$ cat config.mk
export PLATFORM = sky130hd
export DESIGN_NAME = vga_timing_gen_flat
export DESIGN_NICKNAME = d
export VERILOG_FILES = /design/src/rtl/vga_pkg.sv /design/src/rtl/vga_timing_gen_if.sv /design/src/rtl/vga_axis_counter.sv /design/src/rtl/vga_timing_gen.sv /design/src/flat_wrapper.sv
export SDC_FILE = /design/constraint.sdc
export NUM_CORES = 1
export LEC_CHECK = 0
export BUFFER_PORTS_ARGS = -buffer_cell sky130_fd_sc_hd__buf_4
export CAP_MARGIN = 20
export CORE_UTILIZATION = 40
export CTS_BUF_LIST = sky130_fd_sc_hd__clkbuf_8
export DETAILED_ROUTE_END_ITERATION = 7
export HOLD_SLACK_MARGIN = 0.1
export PLACE_DENSITY = 0.69
export RECOVER_POWER = 100
export SLEW_MARGIN = 5
export SYNTH_ARGS = -nofsm -noshare
export SYNTH_HDL_FRONTEND = slang
export SYNTH_HIERARCHICAL = 1
export SYNTH_SLANG_ARGS = --single-unit
$ cat constraint.sdc
create_clock -name pclk -period 2.3 [get_ports pclk]
set_input_delay 0.345 -clock pclk [delete_from_list [all_inputs] [get_ports pclk]]
set_output_delay 0.345 -clock pclk [all_outputs]
set_load 0.01 [all_outputs]
$ cat src/rtl/vga_pkg.sv
// vga_pkg: shared 800x600@60 raster geometry, sync polarities and counter width
package vga_pkg;
   localparam int CNT_W     = 11;
   localparam int H_VISIBLE = 800;
   localparam int H_FP      = 40;
   localparam int H_SYNC    = 128;
   localparam int H_BP      = 88;
   localparam int H_TOTAL   = H_VISIBLE + H_FP + H_SYNC + H_BP;
   localparam int V_VISIBLE = 600;
   localparam int V_FP      = 1;
   localparam int V_SYNC    = 4;
   localparam int V_BP      = 23;
   localparam int V_TOTAL   = V_VISIBLE + V_FP + V_SYNC + V_BP;
   localparam bit HSYNC_POL = 1'b1;
   localparam bit VSYNC_POL = 1'b1;
   typedef logic [CNT_W-1:0] cnt_t;
endpackage

$ cat src/rtl/vga_timing_gen_if.sv
// vga_timing_gen_if: pixel-timing bus from the raster generator to the drawing pipeline
interface vga_timing_gen_if;
   import vga_pkg::*;
   cnt_t        hcount_out;
   logic        hsync_out;
   logic        hblnk_out;
   cnt_t        vcount_out;
   logic        vsync_out;
   logic        vblnk_out;
   logic        frame_start;
   logic [15:0] frame_cnt;
   modport master (output hcount_out, hsync_out, hblnk_out, vcount_out, vsync_out, vblnk_out, frame_start, frame_cnt);
   modport slave  (input  hcount_out, hsync_out, hblnk_out, vcount_out, vsync_out, vblnk_out, frame_start, frame_cnt);
endinterface

$ cat src/rtl/vga_axis_counter.sv
// vga_axis_counter: wrapping axis counter with terminal-count strobe and registered sync/blank decode
module vga_axis_counter
   import vga_pkg::*;
#(
   parameter int VISIBLE = H_VISIBLE,
   parameter int FP      = H_FP,
   parameter int SYNC    = H_SYNC,
   parameter int BP      = H_BP,
   parameter bit POL     = 1'b1
)(
   input  logic pclk,
   input  logic rst_n,
   input  logic i_adv,
   output cnt_t o_count,
   output logic o_sync,
   output logic o_blnk,
   output logic o_wrap
);
   localparam int   TOTAL     = VISIBLE + FP + SYNC + BP;
   localparam cnt_t L_LAST    = CNT_W'(TOTAL - 1);
   localparam cnt_t L_VIS     = CNT_W'(VISIBLE);
   localparam cnt_t L_SYNC_LO = CNT_W'(VISIBLE + FP);
   localparam cnt_t L_SYNC_HI = CNT_W'(VISIBLE + FP + SYNC);
   if (TOTAL > (1 << CNT_W)) begin : g_too_big
      $error("vga_axis_counter: total period exceeds counter range");
   end
   cnt_t r_count;
   cnt_t w_next;
   assign o_wrap  = i_adv && (r_count == L_LAST);
   assign w_next  = o_wrap ? '0 : i_adv ? r_count + CNT_W'(1) : r_count;
   assign o_count = r_count;
   // count and decode sync/blank from the next value so every field lines up with the count
   always_ff @(posedge pclk or negedge rst_n) begin
      if (!rst_n) begin
         r_count <= '0;
         o_blnk  <= 1'b0;
         o_sync  <= ~POL;
      end else begin
         r_count <= w_next;
         o_blnk  <= w_next >= L_VIS;
         o_sync  <= (w_next >= L_SYNC_LO && w_next < L_SYNC_HI) ? POL : ~POL;
      end
   end
endmodule

$ cat src/rtl/vga_timing_gen.sv
// vga_timing_gen: free-running VGA raster timing source; VGA_TIMING_FRAME_CNT_EN enables the frame counter
module vga_timing_gen
   import vga_pkg::*;
#(
   parameter int H_VISIBLE = vga_pkg::H_VISIBLE,
   parameter int H_FP      = vga_pkg::H_FP,
   parameter int H_SYNC    = vga_pkg::H_SYNC,
   parameter int H_BP      = vga_pkg::H_BP,
   parameter int V_VISIBLE = vga_pkg::V_VISIBLE,
   parameter int V_FP      = vga_pkg::V_FP,
   parameter int V_SYNC    = vga_pkg::V_SYNC,
   parameter int V_BP      = vga_pkg::V_BP,
   parameter bit HSYNC_POL = vga_pkg::HSYNC_POL,
   parameter bit VSYNC_POL = vga_pkg::VSYNC_POL
)(
   input logic               pclk,
   input logic               rst_n,
   vga_timing_gen_if.master  vga
);
   logic w_h_wrap;
   logic w_v_wrap;
   logic r_frame_start;
   vga_axis_counter #(.VISIBLE(H_VISIBLE), .FP(H_FP), .SYNC(H_SYNC), .BP(H_BP), .POL(HSYNC_POL)) u_h (
      .pclk(pclk), .rst_n(rst_n), .i_adv(1'b1),
      .o_count(vga.hcount_out), .o_sync(vga.hsync_out), .o_blnk(vga.hblnk_out), .o_wrap(w_h_wrap)
   );
   vga_axis_counter #(.VISIBLE(V_VISIBLE), .FP(V_FP), .SYNC(V_SYNC), .BP(V_BP), .POL(VSYNC_POL)) u_v (
      .pclk(pclk), .rst_n(rst_n), .i_adv(w_h_wrap),
      .o_count(vga.vcount_out), .o_sync(vga.vsync_out), .o_blnk(vga.vblnk_out), .o_wrap(w_v_wrap)
   );
   // the vertical wrap is the only way into (0,0), so reset itself never raises frame_start
   always_ff @(posedge pclk or negedge rst_n) begin
      if (!rst_n) r_frame_start <= 1'b0;
      else        r_frame_start <= w_v_wrap;
   end
   assign vga.frame_start = r_frame_start;
`ifdef VGA_TIMING_FRAME_CNT_EN
   logic [15:0] r_frame_cnt;
   // counts on the same edge that raises frame_start; wraps naturally at 16 bits
   always_ff @(posedge pclk or negedge rst_n) begin
      if (!rst_n)        r_frame_cnt <= '0;
      else if (w_v_wrap) r_frame_cnt <= r_frame_cnt + 16'd1;
   end
   assign vga.frame_cnt = r_frame_cnt;
`else
   assign vga.frame_cnt = 16'h0000;
`endif
endmodule

$ cat src/flat_wrapper.sv
// flat-port wrapper written by rule: the top's interface ports become plain ports
module vga_timing_gen_flat import vga_pkg::*;
#(
   parameter int H_VISIBLE = vga_pkg::H_VISIBLE,
   parameter int H_FP      = vga_pkg::H_FP,
   parameter int H_SYNC    = vga_pkg::H_SYNC,
   parameter int H_BP      = vga_pkg::H_BP,
   parameter int V_VISIBLE = vga_pkg::V_VISIBLE,
   parameter int V_FP      = vga_pkg::V_FP,
   parameter int V_SYNC    = vga_pkg::V_SYNC,
   parameter int V_BP      = vga_pkg::V_BP,
   parameter bit HSYNC_POL = vga_pkg::HSYNC_POL,
   parameter bit VSYNC_POL = vga_pkg::VSYNC_POL
)
  (pclk, rst_n, vga_hcount_out, vga_hsync_out, vga_hblnk_out, vga_vcount_out, vga_vsync_out, vga_vblnk_out, vga_frame_start, vga_frame_cnt);
  vga_timing_gen_if vga_i ();
  input logic pclk;
  input logic rst_n;
  output wire logic [$bits(vga_i.hcount_out)-1:0] vga_hcount_out;
  output wire logic [$bits(vga_i.hsync_out)-1:0] vga_hsync_out;
  output wire logic [$bits(vga_i.hblnk_out)-1:0] vga_hblnk_out;
  output wire logic [$bits(vga_i.vcount_out)-1:0] vga_vcount_out;
  output wire logic [$bits(vga_i.vsync_out)-1:0] vga_vsync_out;
  output wire logic [$bits(vga_i.vblnk_out)-1:0] vga_vblnk_out;
  output wire logic [$bits(vga_i.frame_start)-1:0] vga_frame_start;
  output wire logic [$bits(vga_i.frame_cnt)-1:0] vga_frame_cnt;
  assign vga_hcount_out = vga_i.hcount_out;
  assign vga_hsync_out = vga_i.hsync_out;
  assign vga_hblnk_out = vga_i.hblnk_out;
  assign vga_vcount_out = vga_i.vcount_out;
  assign vga_vsync_out = vga_i.vsync_out;
  assign vga_vblnk_out = vga_i.vblnk_out;
  assign vga_frame_start = vga_i.frame_start;
  assign vga_frame_cnt = vga_i.frame_cnt;
  vga_timing_gen #(.H_VISIBLE(H_VISIBLE), .H_FP(H_FP), .H_SYNC(H_SYNC), .H_BP(H_BP), .V_VISIBLE(V_VISIBLE), .V_FP(V_FP), .V_SYNC(V_SYNC), .V_BP(V_BP), .HSYNC_POL(HSYNC_POL), .VSYNC_POL(VSYNC_POL)) u_core (.pclk(pclk), .rst_n(rst_n), .vga(vga_i));
endmodule
==> flow_metrics.tcl, run 1 <==
set metrics [dict create \
    status "finished, violations left" \
    violations "capacitance limit, slew limit, setup timing" \
    start_kind "flip-flop" \
    cp_data_required_time_ps 2520 \
    hold_ws_ps 566 \
    syn-cell-area_um2 1740 \
    hold_class "flip-flop to flip-flop" \
    nFillCells 412 \
    htreeDepth 1 \
    synth_seq_cells 27 \
    drv_slew 27 \
    synthCells 178 \
    leakagePower_nw 1.03 \
    synthFlopType "dfrtp_1" \
    yosysWarnings 6 \
    drtAntennaViolNets 0 \
    ir_worst_vdd_uv 524 \
    cts_root_buf "clkbuf_8" \
    clk_path_buf_depth 2 \
    use_met1_pct 23.9 \
    grt_max_degree 28 \
    diodes 0 \
    use_met2_pct 31.4 \
    grt_pass1_wl_um 6420 \
    grt_use_met3_pct 4.17 \
    dp_slack_ps -113 \
    synth_top_family_by_area "simple AND/OR/NAND/NOR gates" \
    crit_fanout 6 \
    fmax_ghz 0.413 \
    clkPwrFrac_pct 17.1 \
    gp_congestion 0.831 \
    portBuffers 28 \
    synth-simple-area-share_pct 27.4 \
    cts_tree "done" \
    pwr-share-seq_pct 37.7 \
    max-slew-margin-rel_pct -0.287 \
    synthToLayoutAreaGrowth_pct 25.6 \
    drive_gt1_share_pct 31.0 \
    placementRows 23 \
    antenna_found_initial 0 \
    setup_viol 3 \
    tightest_slew_ps 1500 \
    synth-edff-count 0 \
    skew_ps 10.8 \
    grt-busiest-layer "met2" \
    fin_crit_sh_pct 105 \
    end_kind "flip-flop" \
    design.core.area_um2 4090 \
    dpl.hpwl_um 2790 \
    avgSynthCellArea_um2 9.79 \
    swShare_pct 38.8 \
    die_area_um2 4630 \
    yosysSeqAreaShare_pct 38.8 \
    finalNetCount 234 \
    ys_async_sr_fraction_pct 100 \
    initial_core_util_pct 42.7 \
    setup_ws_ps -123 \
    overflow 0 \
    min_period_ps 2420 \
    vias 1447 \
    synth.area.mux_share_pct 2.66 \
    routed_wirelength_um 3970 \
    power.internal_mw 1.02 \
    die-height_um 68.0 \
    worstPathArrival_ps 2640 \
    firstDrtPassIters 4 \
    die_x_um 68.0 \
    p_switching_mw 0.649 \
    clock_sinks 27 \
    synth_cell_type_count 54 \
    synthAdderAreaFrac_pct 1.44 \
    drc 0 \
    drt-initial-drc-count 89 \
    rsz0062_at_grt "true" \
    ios 45 \
    cts_buffers 3 \
    finalPower_mw 1.67 \
    insertion_delay_ps 280 \
    powerDensity_nw_per_um2 765 \
    comb_power_share_pct 45.2 \
    critPathKind "flip-flop to flip-flop" \
    post_drt_wl_per_cell_um 14.2 \
    synthXorXnorAreaFrac_pct 7.54 \
    grt_pass1_vias 1388 \
    hold_viol_final 0 \
    clk_pin_slew_ps 100 \
    maxCapViolCount 1 \
    final_core_util_pct 53.6 \
    gr-usage-all-layers_pct 18.5 \
    viasPerCell 5.19 \
    synth_compound_area_share_pct 9.33 \
]
==> timing repair <==
action	CTS	global route
setup endpoints to repair	4	5
setup buffers	2	3
hold endpoints to repair	27	0
hold buffers	1	0
cloned	0	0
pin swaps	2	8
gates resized for setup	5	10
==> worst paths after layout <==
| check | slack (ps) | end | cells after the start | start |
|---|---|---|---|---|
| worst max-delay path | -120 | u_core/u_v/o_blnk$_DFF_PN0_ | 9 | u_core/u_h/o_count[9]$_DFF_PN0_ |
| worst min-delay path | 570 | u_core/u_h/o_count[2]$_DFF_PN0_ | 1 | u_core/u_h/o_count[2]$_DFF_PN0_ |
| worst max register to register | -120 | u_core/u_v/o_blnk$_DFF_PN0_ | 9 | u_core/u_h/o_count[9]$_DFF_PN0_ |
| worst min register to register | 570 | u_core/u_h/o_count[2]$_DFF_PN0_ | 1 | u_core/u_h/o_count[2]$_DFF_PN0_ |
| max in group asynchronous | 360 | u_core/u_h/o_count[8]$_DFF_PN0_ | 2 | rst_n |
| min in group asynchronous | 950 | u_core/u_h/o_count[0]$_DFF_PN0_ | 2 | rst_n |
==> synthesized netlist by cell type (5+ instances only) <==
cell type  instances  area [um^2]
dfrtp_1           27          676
buf_4             16          120
nand2_1           12         45.0
xnor2_1           10         87.6
nor2_1             9         33.8
nand4_1            8         50.1
inv_1              7         26.3
nor4_1             6         37.5
nor3_1             5         25.0
xor2_1             5         43.8
==> cell families (layout without fill, tap and decap cells) <==
logic type                 count (synthesis)  in the layout
adders and majority gates                  2              2
muxes                                      4              4
and+or+nand+nor                           73             73
buffers and inverters                     32             68
other                                      2             17
DFF                                       27             27
xor gates and xnor gates                  15             15
AOI/OAI and AO/OA                         23             23
==> final cells by class <==
cell class	count	area (um^2)	area share (%)
multi-input cells	134	1000	45.9
flip-flops and latches	27	677	30.9
repair buffers	57	370	16.9
well taps	50	62.6	2.86
clock buffers	3	41.3	1.89
inverters	7	26.3	1.20
clock inverters	1	7.51	0.343
==> registers in the layout, indices dropped and copies added (netlist names) <==
signal	cells
u_core/u_h/o_count	11
u_core/u_h/o_blnk	1
u_core/vga.frame_start	1
u_core/u_v/o_count	11
u_core/u_h/o_sync	1
u_core/u_v/o_sync	1
u_core/u_v/o_blnk	1
==> metrics by stage <==
step / std cells / setup TNS, ps / area [um^2]
6_report: 279 / -205 / 2190
5_1_grt: 279 / -700 / 2190
4_1_cts: 276 / 0 / 2180
3_5_place_dp: 269 / -260 / 2080
3_3_place_gp: 269 / -101 / 2080
2_1_floorplan: 193 / -66.1 / 1830
==> cell usage in the layout, fill, tap and decap left out, types with 3 or more instances in the layout <==
cell type and instances:
inv_1 7, and4_4 3, clkbuf_8 3, xor2_1 5, a31oi_1 4, nand4_1 8
dfrtp_1 26, conb_1 17, o21ai_0 4, clkbuf_1 17, nand2_1 10, nor3_1 4
nor2b_1 3, buf_4 38, nor4_1 4, xnor2_1 9, and3_1 3, a21oi_1 3
nor4_2 3, nor2_1 7
==> worst max-delay path, stage by stage, from the launching register on <==
cell       delay (ps)
dfrtp_1           420
nor4b_4           340
nand2_2           130
nor4_4            260
buf_4             190
nand4_1           160
or3_1             390
o211ai_1          130
o211a_1           230
a2bb2oi_2         120
==> power by group through the flow <==
stage	Combinational (mW)	Clock, mW	Sequential [mW]
floorplan	0.427	0	0.697
global placement	0.762	0	0.633
detailed placement	0.780	0	0.637
CTS	0.789	0.297	0.634
global route	0.830	0.318	0.646
finish	0.757	0.286	0.631
==> routing by layer <==
metal,vias to the layer above,part of all wire [%]
met5,-,0
met2,30,48
met3,2,3.6
met4,0,0.35
li1,712,-
met1,703,48
Note: power is estimated with default switching activity, not from simulation.
==> inputs of run 2 (changes only) <==
PLACE_DENSITY = 0.66   (was 0.69)
==> run 2 against run 1 <==
Effect of this change:
- the flow finishes with violations (setup timing)
- sequential cell count unchanged
- power fell by 3.2%
- maximum frequency decreased by 0.89%
- core utilization shrank 1.8 points
- worst hold slack got worse by 2.4 ps
- highest routed layer unchanged
- first-iteration DRC count decreased by 30%
- worst setup slack lost 22 ps
- largest cell class unchanged
- combinational power down 3.6%
- sequential power about the same
- critical path type unchanged
- largest power group unchanged
- register-to-register slack lost 20 ps
==> flow_metrics.tcl, run 2 (synthesis gave the netlist of run 1 again) <==
set metrics [dict create \
    htreeDepth 1 \
    ff2ff_setup_slack_ps -140 \
    design.core.area_um2 4090 \
    tightest_slew_ps 1450 \
    worstPathArrival_ps 2620 \
    hold_class "flip-flop to flip-flop" \
    die_x_um 68.0 \
    critPathKind "flip-flop to flip-flop" \
    maxCapViolCount 0 \
    status "finished, violations left" \
    hold_viol_final 0 \
    grt_max_degree 28 \
    portBuffers 28 \
    post_drt_wl_per_cell_um 14.0 \
    dpl.hpwl_um 2780 \
    final_cell_mix "buf_4, dfrtp_1, clkbuf_1" \
    routed_wirelength_um 3880 \
    skew_ps 1.94 \
    hold_start "u_core/u_h/o_count[2]$_DFF_PN0_" \
    min_period_ps 2440 \
    ir_worst_vdd_uv 274 \
    powerDensity_nw_per_um2 766 \
    insertion_delay_ps 270 \
    die_area_um2 4630 \
    grt_pass1_vias 1272 \
    diodes 0 \
    cts_buffers 3 \
    min_to "u_core/u_h/o_count[2]$_DFF_PN0_" \
    cp_data_required_time_ps 2470 \
    design_area_um2 2110 \
    placementRows 23 \
    leakagePower_nw 0.990 \
    reg2reg_depth 9 \
    cts_tree "done" \
    drc 0 \
    start_kind "flip-flop" \
    setup_ws_ps -145 \
    fin_crit_sh_pct 106 \
    clk_pin_slew_ps 90 \
    finalPower_mw 1.62 \
    end_kind "flip-flop" \
    clk_path_buf_depth 2 \
    worst_r2r_endpoint "u_core/u_v/o_sync$_DFF_PN0_" \
    synthToLayoutAreaGrowth_pct 21.2 \
    regToRegStartpoint "u_core/u_h/o_count[7]$_DFF_PN0_" \
    gr-usage-all-layers_pct 17.3 \
    min_path_cells 1 \
    cts_root_buf "clkbuf_8" \
    drive_gt1_share_pct 25.6 \
    drv_slew 0 \
    ios 45 \
    antenna_found_initial 0 \
    crit_fanout 6 \
    initial_core_util_pct 42.7 \
    drt-initial-drc-count 62 \
    fmax_ghz 0.409 \
    gp_congestion 0.871 \
    setup_viol 3 \
    postPlaceCellArea_um2 2080 \
    firstDrtPassIters 4 \
    rsz0062_at_grt "true" \
    vias 1475 \
    clock_sinks 27 \
    die-height_um 68.0 \
    violations "setup timing" \
    finalNetCount 232 \
    final_common_cell "buf_4" \
    drtAntennaViolNets 0 \
    viasPerCell 5.32 \
    max-slew-margin-rel_pct 3.28 \
    final_core_util_pct 51.7 \
    grt_pass1_wl_um 5900 \
    overflow 0 \
    hold_ws_ps 564 \
]
[run 2: worst max path at each step]
stage,from,to,slack [ps],depth (start not counted)
finish,u_core/u_h/o_count[7]$_DFF_PN0_,u_core/u_v/o_sync$_DFF_PN0_,-140,9
global route,u_core/u_h/o_count[7]$_DFF_PN0_,u_core/u_v/o_sync$_DFF_PN0_,-290,9
CTS,u_core/u_h/o_count[8]$_DFF_PN0_,u_core/u_v/o_sync$_DFF_PN0_,10,9
detailed placement,u_core/u_h/o_count[8]$_DFF_PN0_,u_core/u_v/o_sync$_DFF_PN0_,-90,8
global placement,u_core/u_h/o_count[8]$_DFF_PN0_,u_core/u_v/o_sync$_DFF_PN0_,-20,8
floorplan,u_core/u_h/o_count[8]$_DFF_PN0_,u_core/u_v/o_blnk$_DFF_PN0_,-40,9
[run 2: routing by layer]
metal	share of wire [%]	wire length [um]	up-vias	track usage [%]
met5	0	0	-	0
met4	2.1	80	0	7.03
met3	4.0	154	8	2.50
met2	49	1910	40	28.9
met1	45	1740	725	22.2
li1	-	-	702	-
[run 2: stage by stage]
stage	worst slack, ps	cells	setup TNS [ps]
2_1_floorplan	-40.1	193	-66.1
3_3_place_gp	-17.9	268	-35.5
3_5_place_dp	-92.4	268	-197
4_1_cts	10.4	275	0
5_1_grt	-292	277	-766
6_report	-145	277	-276
[run 2: final cells by class]
cell class / instances / area (um^2)
Sequential cell: 27 / 677
Clock buffer: 3 / 41.3
Tap cell: 50 / 62.6
Timing Repair Buffer: 55 / 329
Inverter: 7 / 26.3
Fill cell: 401 / 1970
Clock inverter: 1 / 3.75
Multi-Input combinational cell: 134 / 973
[run 2: worst max-delay path, stage by stage (launching register included)]
cell and delay (ps):
dfrtp_1 410, nor4b_4 320, nand2_2 120, nor4_4 270, buf_4 190, or4bb_1 400, o211ai_1 120, xnor2_1 150
nand4_1 170, nor4_2 190
[run 2: power breakdown]
| group | total, mW | switching (mW) | internal (mW) |
|---|---|---|---|
| Combinational | 0.730 | 0.409 | 0.322 |
| Clock | 0.260 | 0.141 | 0.120 |
| Sequential | 0.629 | 0.0728 | 0.556 |
| Total | 1.62 | 0.622 | 0.998 |
[run 2: timing repair]
| item | 4_1_cts | 5_1_grt |
|---|---|---|
| setup buffers | 2 | 2 |
| hold endpoints to repair | 27 | 0 |
| hold buffers | 1 | 0 |
| pin swaps | 4 | 5 |
| endpoints found under the setup margin | 4 | 4 |
| gates resized for setup | 3 | 7 |
==> inputs of run 3 (changes only) <==
CORE_MARGIN = 3   (was default)
CORE_UTILIZATION = 49   (was 40)
GPL_ROUTABILITY_DRIVEN = 0   (was default)
PLACE_DENSITY = 0.78   (was 0.66)
==> run 3 against run 2 <==
Effect of this change:
- the flow still finishes with violations (setup timing)
- largest power group unchanged
- sequential share of layout area up 0.48 points
- global-route usage is 0.71 points higher
- clock power about the same
- cell area is 1.5% lower
==> flow_metrics.tcl, run 3 (synthesis gave the netlist of run 1 again) <==
set metrics [dict create \
    drv_slew 0 \
    setup_viol 2 \
    postPlaceCellArea_um2 2060 \
    cts_root_buf "clkbuf_8" \
    crit_path_top_delay_cell "dfrtp_2" \
    cts_buffers 3 \
    hold_viol_final 0 \
    design_area_um2 2080 \
    routed_wirelength_um 3670 \
    grt_pass1_wl_um 6040 \
    cts_tree "done" \
    cp_data_required_time_ps 2490 \
    start_kind "flip-flop" \
    synthToLayoutAreaGrowth_pct 19.5 \
    final_cell_mix "buf_4, dfrtp_1, clkbuf_1" \
    ios 45 \
    nFillCells 315 \
    finalNetCount 233 \
    crit_buf_inv 0 \
    worstPathArrival_ps 2510 \
    cp_cell_sequence "nor4b_4 -> nand2_2 -> nor4_4 -> nand4_1 -> or3_1 -> o211ai_1 -> o211a_1 -> a2bb2oi_1" \
    grt_max_degree 28 \
    die_x_um 65.6 \
    critPathKind "flip-flop to flip-flop" \
    grt_pass1_vias 1326 \
    firstDrtPassIters 4 \
    skew_ps 8.19 \
    leakagePower_nw 0.985 \
    post_drt_wl_per_cell_um 13.4 \
    final_core_util_pct 61.4 \
    clk_path_buf_depth 2 \
    powerDensity_nw_per_um2 770 \
    ir_worst_vdd_uv 335 \
    dpl.hpwl_um 2680 \
    cp_top_family "simple AND/OR/NAND/NOR gates" \
    end_kind "flip-flop" \
    dp_slack_ps -144 \
    drive_gt1_share_pct 23.7 \
    drt-initial-drc-count 87 \
    hold_class "flip-flop to flip-flop" \
    fmax_ghz 0.430 \
    tightest_slew_ps 1420 \
    status "finished, violations left" \
    vias 1430 \
    clock_sinks 27 \
    diodes 0 \
    fin_crit_sh_pct 101 \
    min_period_ps 2320 \
    die-height_um 65.6 \
    drtAntennaViolNets 0 \
    clk_pin_slew_ps 90 \
    rsz0062_at_grt "true" \
    placementRows 21 \
    htreeDepth 1 \
    viasPerCell 5.22 \
    overflow 0 \
    violations "setup timing" \
    drc 0 \
    design.core.area_um2 3390 \
    gr-usage-all-layers_pct 18.0 \
    slowest_delay_ps 440 \
    die_area_um2 4310 \
    antenna_found_initial 0 \
    setup_ws_ps -23.1 \
    initial_core_util_pct 51.4 \
    portBuffers 28 \
    crit_fanout 5 \
    maxCapViolCount 0 \
    max-slew-margin-rel_pct 5.39 \
    insertion_delay_ps 270 \
    fin_setup_tns_ps -30.8 \
    final_common_cell "buf_4" \
]
==> run 3: changes by cell type in the layout (fill, tap and decap cells not counted) <==
cell | previous run | this run
and3_1 | 3 | 4
and3_4 | 1 | 0
buf_4 | 31 | 30
clkbuf_1 | 23 | 25
mux2_1 | 1 | 0
mux2_2 | 0 | 1
nor2_2 | 0 | 1
nor2_4 | 1 | 0
nor4_1 | 4 | 5
nor4_2 | 3 | 2
or2_0 | 0 | 1
or2_4 | 1 | 0
xnor2_1 | 9 | 10
xnor2_2 | 1 | 0
==> run 3: worst reg2reg max path, stage by stage, from the launching register on <==
cell and delay (ps):
dfrtp_2 440, nor4b_4 320, nand2_2 120, nor4_4 300, nand4_1 220, or3_1 350
o211ai_1 140, o211a_1 220, a2bb2oi_1 150
==> run 3: final cells by class <==
class / count / area [um^2] / share of cell area, %
flip-flops and latches: 27 / 677 / 32.5
multi-input cells: 134 / 947 / 45.5
repair buffers: 56 / 329 / 15.8
well taps: 46 / 57.6 / 2.76
clock buffers: 3 / 41.3 / 1.98
clock inverters: 1 / 3.75 / 0.180
inverters: 7 / 26.3 / 1.26
==> run 3: layer usage <==
layer	vias up	GRT usage (%)	part of all wire (%)
li1	705	-	-
met1	702	24.1	47
met2	21	29.9	50
met3	2	2.56	3.0
met4	0	5.44	0.57
met5	-	0	0
==> run 3: power breakdown <==
part / internal (mW) / leakage [nW] / switching [mW] / total (mW)
Clock: 0.119 / 0.0269 / 0.139 / 0.258
Sequential: 0.556 / 0.337 / 0.0739 / 0.630
Combinational: 0.315 / 0.621 / 0.400 / 0.715
==> run 3: what timing repair did <==
item,4_1_cts,5_1_grt
buffers inserted,2,4
resized for setup,3,3
endpoints found under the hold margin,27,0
hold buffers,1,0
pin swaps,4,1
setup endpoints to repair,5,4
==> run 3: path summary, 6_finish.rpt <==
path                                                 startpoint                               to  slack, ps  cells after the start
worst max-delay path            u_core/u_h/o_count[8]$_DFF_PN0_      u_core/u_v/o_blnk$_DFF_PN0_        -20                      8
worst min-delay path            u_core/u_h/o_count[2]$_DFF_PN0_  u_core/u_h/o_count[2]$_DFF_PN0_        570                      1
worst max register to register  u_core/u_h/o_count[8]$_DFF_PN0_      u_core/u_v/o_blnk$_DFF_PN0_        -20                      8
worst min register to register  u_core/u_h/o_count[2]$_DFF_PN0_  u_core/u_h/o_count[2]$_DFF_PN0_        570                      1
max in group asynchronous                                 rst_n  u_core/u_h/o_count[8]$_DFF_PN0_        440                      2
min in group asynchronous                                 rst_n  u_core/u_h/o_count[4]$_DFF_PN0_        930                      2
==> run 3: through the flow <==
stage / power (mW) / std cells / hold WS, ps
2_1_floorplan: 1.12 / 193 / 49.4
3_3_place_gp: 1.38 / 263 / 278
3_5_place_dp: 1.39 / 263 / 279
4_1_cts: 1.67 / 270 / 534
5_1_grt: 1.71 / 274 / 610
6_report: 1.60 / 274 / 567
